## src/rtl/hyp_128b_sched.sv

```systemverilog
// Round-robin scheduler sharing one combinational hyp_128b datapath between NREQ requesters.
// Operands are registered into the datapath and the result is captured after SETTLE cycles.
//
// state | meaning
// ------+--------------------------------------------------------------
// IDLE  | waiting for a request; grant by round-robin from last+1
// WAIT  | operands held on hyp_in0/hyp_in1 while the datapath settles
// RESP  | result held on rsp_data, rsp_valid to owner until rsp_ready
module hyp_128b_sched #(
  parameter int NREQ   = 4,
  parameter int WIDTH  = 128,
  parameter int SETTLE = 8
) (
  input  logic                    clk,
  input  logic                    rst_n,
  input  logic [NREQ-1:0]         req_valid,
  output logic [NREQ-1:0]         req_ready,
  input  logic [NREQ*WIDTH-1:0]   req_a,
  input  logic [NREQ*WIDTH-1:0]   req_b,
  output logic [NREQ-1:0]         rsp_valid,
  input  logic [NREQ-1:0]         rsp_ready,
  output logic [WIDTH-1:0]        rsp_data,
  output logic [WIDTH-1:0]        hyp_in0,
  output logic [WIDTH-1:0]        hyp_in1,
  input  logic [WIDTH-1:0]        hyp_out0,
  output logic                    busy
);

  localparam int IDX_W = (NREQ > 1) ? $clog2(NREQ) : 1;
  localparam int CNT_W = $clog2(SETTLE + 1);

  typedef enum logic [1:0] {
    IDLE = 2'd0,
    WAIT = 2'd1,
    RESP = 2'd2
  } state_t;

  state_t            state;
  logic [IDX_W-1:0]  last;
  logic [IDX_W-1:0]  owner;
  logic [CNT_W-1:0]  cnt;
  logic [IDX_W-1:0]  grant_idx;
  logic              grant_any;

  // First valid requester searching upward from last+1 with wrap.
  always_comb begin
    int               j;
    logic [IDX_W-1:0] cand;
    grant_any = 1'b0;
    grant_idx = '0;
    j         = 0;
    cand      = '0;
    for (int k = 1; k <= NREQ; k++) begin
      j    = (int'(last) + k) % NREQ;
      cand = IDX_W'(j);
      if (!grant_any && req_valid[cand]) begin
        grant_any = 1'b1;
        grant_idx = cand;
      end
    end
  end

  always_comb begin
    req_ready = '0;
    if (state == IDLE && grant_any) begin
      req_ready[grant_idx] = 1'b1;
    end
  end

  always_ff @(posedge clk) begin
    if (!rst_n) begin
      state     <= IDLE;
      last      <= IDX_W'(NREQ - 1);
      owner     <= '0;
      cnt       <= '0;
      hyp_in0   <= '0;
      hyp_in1   <= '0;
      rsp_data  <= '0;
      rsp_valid <= '0;
      busy      <= 1'b0;
    end else begin
      case (state)
        IDLE: begin
          if (grant_any) begin
            hyp_in0 <= req_a[int'(grant_idx)*WIDTH +: WIDTH];
            hyp_in1 <= req_b[int'(grant_idx)*WIDTH +: WIDTH];
            owner   <= grant_idx;
            last    <= grant_idx;
            cnt     <= CNT_W'(SETTLE);
            busy    <= 1'b1;
            state   <= WAIT;
          end
        end
        WAIT: begin
          cnt <= cnt - 1'b1;
          // Datapath is a multicycle path: only sample it once the budget expires.
          if (cnt == CNT_W'(1)) begin
            rsp_data  <= hyp_out0;
            rsp_valid <= NREQ'(1) << owner;
            state     <= RESP;
          end
        end
        RESP: begin
          if (rsp_ready[owner]) begin
            rsp_valid <= '0;
            busy      <= 1'b0;
            state     <= IDLE;
          end
        end
        default: begin
          rsp_valid <= '0;
          busy      <= 1'b0;
          state     <= IDLE;
        end
      endcase
    end
  end

endmodule

```

## config.mk

```make
export PLATFORM = sky130hd
export DESIGN_NAME = hyp_128b_sched
export DESIGN_NICKNAME = d
export VERILOG_FILES = /design/src/rtl/hyp_128b_sched.sv
export SDC_FILE = /design/constraint.sdc
export NUM_CORES = 1
export LEC_CHECK = 0
export CORE_AREA = 2 2 601 603
export CTS_BUF_LIST = sky130_fd_sc_hd__clkbuf_4 sky130_fd_sc_hd__clkbuf_8 sky130_fd_sc_hd__clkbuf_16
export DETAILED_ROUTE_END_ITERATION = 8
export DIE_AREA = 0 0 603 605
export PLACE_DENSITY = 0.3
export SETUP_SLACK_MARGIN = 0.02
export SYNTH_ARGS = -nofsm -noshare
export SYNTH_HDL_FRONTEND = slang
export SYNTH_SLANG_ARGS = --single-unit
export TNS_END_PERCENT = 10
```

## constraint.sdc

```tcl
create_clock -name clk -period 3 [get_ports clk]
set_input_delay 0.6 -clock clk [delete_from_list [all_inputs] [get_ports clk]]
set_output_delay 0.6 -clock clk [all_outputs]
set_load 0.005 [all_outputs]
```

# After elaboration in Yosys (flattened, before gate mapping)

Index checks and enable logic that the tools add are counted.

Word-level logic and storage cells: 81
Output and inout port bits: 393
Register bits after elaboration: 399

Order comparisons: 7
Equality and inequality tests: 6
Add/subtract/negate cells: 5
Muxes and demuxes: 33
Reductions and logical operators: 16
Shift operators: 3
Bitwise gates (word level): 2

Operators with widths:

| kind                                                                                | count |
|---|---|
| 512-bit by 10-bit indexed part select with 128-bit output                           | 2 |
| 2-bit by 3-bit less-than comparator with 1-bit output, second input constant        | 6 |
| 4-bit two-way mux                                                                   | 4 |
| 2-bit two-way mux                                                                   | 7 |
| 1-bit two-way mux                                                                   | 12 |
| 4-bit case mux with 3 select lines                                                  | 1 |
| 1-bit binary-select mux with 2-bit select                                           | 5 |
| 3-bit AND reduction                                                                 | 3 |
| 4-bit case mux with 2 select lines                                                  | 1 |
| 2-bit inequality test, second input constant                                        | 3 |
| 2-bit case mux with 3 select lines                                                  | 1 |
| 2-bit AND reduction                                                                 | 3 |
| 1-bit logical AND                                                                   | 5 |
| 2-bit by 1-bit adder with 2-bit output, second input constant                       | 2 |
| 2-bit adder, second input constant                                                  | 2 |
| 4-bit by 1-bit equality test with 1-bit output, second input constant               | 1 |
| 1-bit by 2-bit left shift with 4-bit output, first input constant                   | 1 |
| 4-bit by 1-bit subtractor with 4-bit output, second input constant                  | 1 |
| 1-bit logical NOT                                                                   | 3 |
| 1-bit case mux with 3 select lines                                                  | 1 |
| 1-bit demux with 2-bit select                                                       | 1 |
| 2-bit by 1-bit equality test with 1-bit output, second input constant               | 1 |
| 2-bit equality test, second input constant                                          | 1 |
| 2-bit by 1-bit greater-or-equal comparator with 1-bit output, second input constant | 1 |
| other kinds (3)                                                                     | 4 |

# Depth between registers and ports, before layout

Word-level depth: 18
Gate-level depth with buffers: 9

# Worst setup path after synthesis

Ideal clock, no wire load.

Path type: input -> output
Start point: input port req_valid[2]
End point: output port req_ready[1]
Buffers on the path: 3
Data arrival time: 1.676 ns
Slack: 0.724 ns
Stages: 7
Cell sequence: nand2b_1 > a21o_1 > and3_1 > buf_4 > buf_6 > buf_6 > nor2_1

Cells in the longest elaborated chain, start to end: 17
Elaborated cells between the ends (all ways): 29

Ends and longest elaborated chain:

| what                                                                                                                                                        | RTL line | text |
|---|---|---|
| from (decl)                                                                                                                                                 | 16       | `input logic [NREQ-1:0] req_valid,` |
| 1-bit binary-select mux with 2-bit select                                                                                                                   | 56       | `if (!grant_any && req_valid[cand]) begin` |
| 1-bit two-way mux (not written as such)                                                                                                                     | 56       |  |
| 1-bit two-way mux                                                                                                                                           | 56       |  |
| 1-bit logical NOT                                                                                                                                           | 56       |  |
| 1-bit logical AND                                                                                                                                           | 56       |  |
| 1-bit two-way mux                                                                                                                                           | 56       |  |
| 1-bit logical NOT                                                                                                                                           | 56       |  |
| 1-bit logical AND                                                                                                                                           | 56       |  |
| 1-bit two-way mux                                                                                                                                           | 56       |  |
| 1-bit logical NOT                                                                                                                                           | 56       |  |
| 1-bit logical AND                                                                                                                                           | 56       |  |
| 2-bit two-way mux                                                                                                                                           | 56       |  |
| 2-bit by 3-bit less-than comparator with 1-bit output (not written as such) or 2-bit by 1-bit greater-or-equal comparator with 1-bit output (tied branches) | 66       | `req_ready[grant_idx] = 1'b1;` |
| 1-bit logical AND (not written as such)                                                                                                                     | 66       |  |
| 1-bit two-way mux (not written as such)                                                                                                                     | 66       |  |
| 1-bit demux with 2-bit select                                                                                                                               | 66       |  |
| 4-bit two-way mux *                                                                                                                                         | 65       | `if (state == IDLE && grant_any) begin` |
| to (decl)                                                                                                                                                   | 17       | `output logic [NREQ-1:0] req_ready,` |

Every way passes the cells marked *; elsewhere a longest branch is shown, timed or not. The select of a mux whose other input is x is not followed.

# Worst setup path in the final report

Start point: input port req_valid[1]
End point: output port req_ready[0]

The elaborated chain is that of the path after synthesis.

==> results by stage <==
Timing:
- At the pin with the least slew margin, the transition time is about 1000 ps.
- On the final layout, the worst hold slack is ~350 ps.
- The ratio of final minimum period to clock period is 0.977.
- The total setup violations reported at the end of the flow is 0.
- Static timing analysis puts the maximum clock frequency at ~0.34 GHz.
- Setup repair after global routing left no endpoint under its margin.
- The setup TNS after final layout is 0 ps.
- The count of pins over their slew limit is 0.
- The relative slew slack is 0.304.
- The minimum clock period after layout is 2930 ps.
- The count of final hold-check violations came to 0.
- The post-route clock skew is 64.4 ps.

Drt:
- After detailed routing, the total wire length is slightly below 300000 um.
- Summing over every cut layer, the via total after detailed routing is 29000.
- The total iterations of the first detailed-routing run is 6.
- The detailed router finished its first iteration with roughly 1700 violations.
- The count of nets left with antenna violations after detail routing is 0.
- The detailed-route wire length per cell is between 30 and 40 um.
- Dividing the detail-routed via count by the number of cells gives ~3.3.
- The number of DRC violations after detailed routing is 0.

Run:
- The count of max-cap constraint violations is 0.

Synth:
- The proportion of netlist area held by the largest area contributor is 0.368.
- When the netlist entered floorplanning its net count stood at ~3600.
- The synthesized netlist contains 41 unique library cells.
- The cell area after synthesis is 21700 um^2.
- The instance count of the mapped netlist is ~2500.
- By area the synthesized netlist is led by sky130_fd_sc_hd__dfxtp_1 (37%), sky130_fd_sc_hd__a211oi_1 (18%), sky130_fd_sc_hd__mux2i_1 (12%).
- The most used flip-flop cell after synthesis is sky130_fd_sc_hd__dfxtp_1.
- Of the synthesized area, sequential elements account for 0.368.
- The post-synthesis register bit count is 399.
- The commonest cells after synthesis are sky130_fd_sc_hd__a211oi_1 (512), sky130_fd_sc_hd__dfxtp_1 (399), sky130_fd_sc_hd__nand2_1 (267).
- In the synthesized netlist the async set-or-reset flop fraction comes to 0.
- The Yosys step of the flow raised 0 warnings.
- The mean cell area of the mapped netlist is between 8 and 9 um^2.
- In this run, synthesis inferred 0 flip-flops with an integrated enable.
- Summed over all instances, the cell type with the most area after synthesis is sky130_fd_sc_hd__dfxtp_1.
- The most repeated cell in the gate-level netlist after synthesis is sky130_fd_sc_hd__a211oi_1.

Placed design:
- The global placer's final weighted congestion is between 0.8 and 0.9.
- The placement-stage cell area is around 45000 um^2.
- The quantity of I/O buffers inserted on ports is between 1500 and 2000.
- Summed over all nets, the half-perimeter wirelength after detailed placement is between 200000 and 300000 um.

Final layout:
- The net count of the finished layout is between 5000 and 6000.
- The finished cells cover roughly 47000 um^2.
- The ratio of cells with drive above 1 in the final layout is 0.0980.
- Relative to the synthesized area, the layout overhead comes to 118%.

Floorplanning:
- The number of rows in the core area is between 200 and 250.
- During I/O placement, the number of pins put on the boundary was 1555.
- The die area is 365000 um^2.
- The die width is between 600 and 700 um.
- For this configuration, the core starts out at a cell density of 0.0606.
- The die is 605 um tall.
- The area of the core is approximately 360000 um^2.

Global routing:
- Entering global routing, the biggest net connects 103 pins.
- The first global-routing pass estimated between 300000 and 400000 um of wire.
- The total global routing track utilization is 0.154.
- The initial antenna violation count is roughly 320.
- The number of global-route vias before repair is between 20000 and 30000.
- For this run the aggregate overflow at the end of global routing stands at 0.

Clock network:
- The worst-case clock buffer depth is 4.
- The clock tree from TritonCTS is done.
- The clock transition at the register clock pins on the worst setup and hold paths after CTS is roughly 60 ps.
- CTS built an H-tree with a depth of 3.
- The clock insertion delay at the later pin of the skew report is 790 ps.
- The number of buffers inserted during clock tree synthesis is 74.
- Counting every sink on the clock net gives around 400.
- The cell chosen for the clock root is sky130_fd_sc_hd__clkbuf_16.

Critical path:
- The critical path is of the in -> out type.
- STA puts the critical path data arrival time at 2330 ps.
- STA classifies the critical path startpoint as a primary input.
- Tracing the worst setup path back leads to its startpoint at req_valid[1].
- The required time at the worst-slack endpoint is 2400 ps.
- In this run the worst path has a maximum fanout of 5.
- The slowest stage of the critical path belongs to the cell sky130_fd_sc_hd__clkdlybuf4s50_1.
- The startpoint identified for the worst register-to-register timing path is last[0]$_SDFFE_PN1P_.
- STA classifies the critical path endpoint as an output port.
- For this run, the slowest stage of the critical path takes between 500 and 600 ps.
- The critical path goes through clkdlybuf4s50_1 > nor2b_1 > o21ai_4 > nand3_4 > buf_12 > nor2_4 > clkdlybuf4s15_2.

Run status:
- The run finished with clean final reports.

Pwr:
- Dividing total power by cell area gives a power density of roughly 480 nW/um^2.
- The standby leakage power is 15.8 nW.
- Summing internal, switching and leakage power gives roughly 23 mW.
- Across the VDD grid, the largest voltage drop is 367 uV.

Worst hold path:
- The source of the worst hold timing path is hyp_out0[107].
- The tightest min-delay check is of the in -> reg type.
-- power breakdown --
group | switching (mW) | total (mW) | internal (mW)
sequential | 0.363 | 6.20 | 5.84
combinational | 3.70 | 7.45 | 3.75
clock | 3.59 | 9.04 | 5.44
-- layer usage --
layer,track usage,part of all wire,up-vias,wire length [um]
li1,-,-,12700,-
met1,0.164,0.37,14000,109000
met2,0.276,0.50,1573,146000
met3,0.0742,0.10,637,30100
met4,0.0288,0.026,156,7520
met5,0,0.0034,-,1010
-- critical path, delay by kind of cell --
| kind | cells | cell delay [ps] |
|---|---|---|
| AOI/OAI and AO/OA | 1 | 230 |
| buffers and inverters | 3 | 920 |
| and+or+nand+nor | 3 | 570 |
-- area by class of cell --
cell class | count | area [um^2]
antenna | 71 | 178
clock buffer | 107 | 2250
fill | 40700 | 311000
inverter | 3 | 11.3
clock inverter | 21 | 214
sequential | 399 | 7990
tap | 4773 | 5970
timing repair buffer | 1785 | 18100
multi-input combinational | 1748 | 12500
-- logic make-up after synthesis --
| kind of cell | Yosys count | synth area share |
|---|---|---|
| flops | 399 | 0.368 |
| buf+inv | 304 | 0.0616 |
| fa+ha+maj | 2 | 0.00115 |
| compound gates | 918 | 0.288 |
| simple gates | 569 | 0.161 |
| mux | 259 | 0.120 |
-- metrics by stage --
stage | std cells | setup slack (ps) | util
after floorplan | 2451 | 724 | -
after global placement | 8705 | -964 | 0.124
after detailed placement | 8705 | -575 | 0.124
after CTS | 8835 | 22.1 | 0.131
after global routing | 8846 | 35.0 | 0.131
final | 8907 | 68.6 | 0.132
-- cells in the final DEF, fill, tap and decap left out, types with 5 or more instances in the layout --
cell and instances:
sky130_fd_sc_hd__mux2i_1 258, sky130_fd_sc_hd__dfxtp_1 397, sky130_fd_sc_hd__o21ai_0 263, sky130_fd_sc_hd__clkinvlp_4 6, sky130_fd_sc_hd__a21boi_0 129, sky130_fd_sc_hd__a211oi_1 500
sky130_fd_sc_hd__clkbuf_16 76, sky130_fd_sc_hd__nor2_1 11, sky130_fd_sc_hd__clkinv_2 9, sky130_fd_sc_hd__and4_1 256, sky130_fd_sc_hd__nor2b_1 7, sky130_fd_sc_hd__a211oi_2 12
sky130_fd_sc_hd__clkbuf_4 13, sky130_fd_sc_hd__nor2_4 5, sky130_fd_sc_hd__buf_4 167, sky130_fd_sc_hd__nand2_1 266, sky130_fd_sc_hd__clkdlybuf4s50_1 1549, sky130_fd_sc_hd__clkbuf_8 18
sky130_fd_sc_hd__diode_2 71, sky130_fd_sc_hd__buf_12 63
-- path summary, 6_finish.rpt --
| kind | end | slack (ps) | cells after the start |
|---|---|---|---|
| worst min-delay path | rsp_data[107]$_SDFFE_PN0P_ | 350 | 3 |
| worst max register to register | hyp_in1[104]$_SDFFE_PN0P_ | 180 | 10 |
| worst min register to register | rsp_data[57]$_SDFFE_PN0P_ | 460 | 2 |
| worst max-delay path | req_ready[0] | 70 | 7 |
-- registers in the layout, indices dropped and copies added, names as in the netlist --
register	count
hyp_in0	128
rsp_data	128
cnt	4
last	2
rsp_valid	4
hyp_in1	128
state	2
busy	1
owner	2
-- timing repair --
item                       4_1_cts  5_1_grt
hold buffers                     0        0
buffers inserted                 2        1
pin swaps                        4        2
setup endpoints to repair        4        3
cloned                           0        0
resized for setup               24        2
No activity file was read; power rests on OpenSTA's default activity.
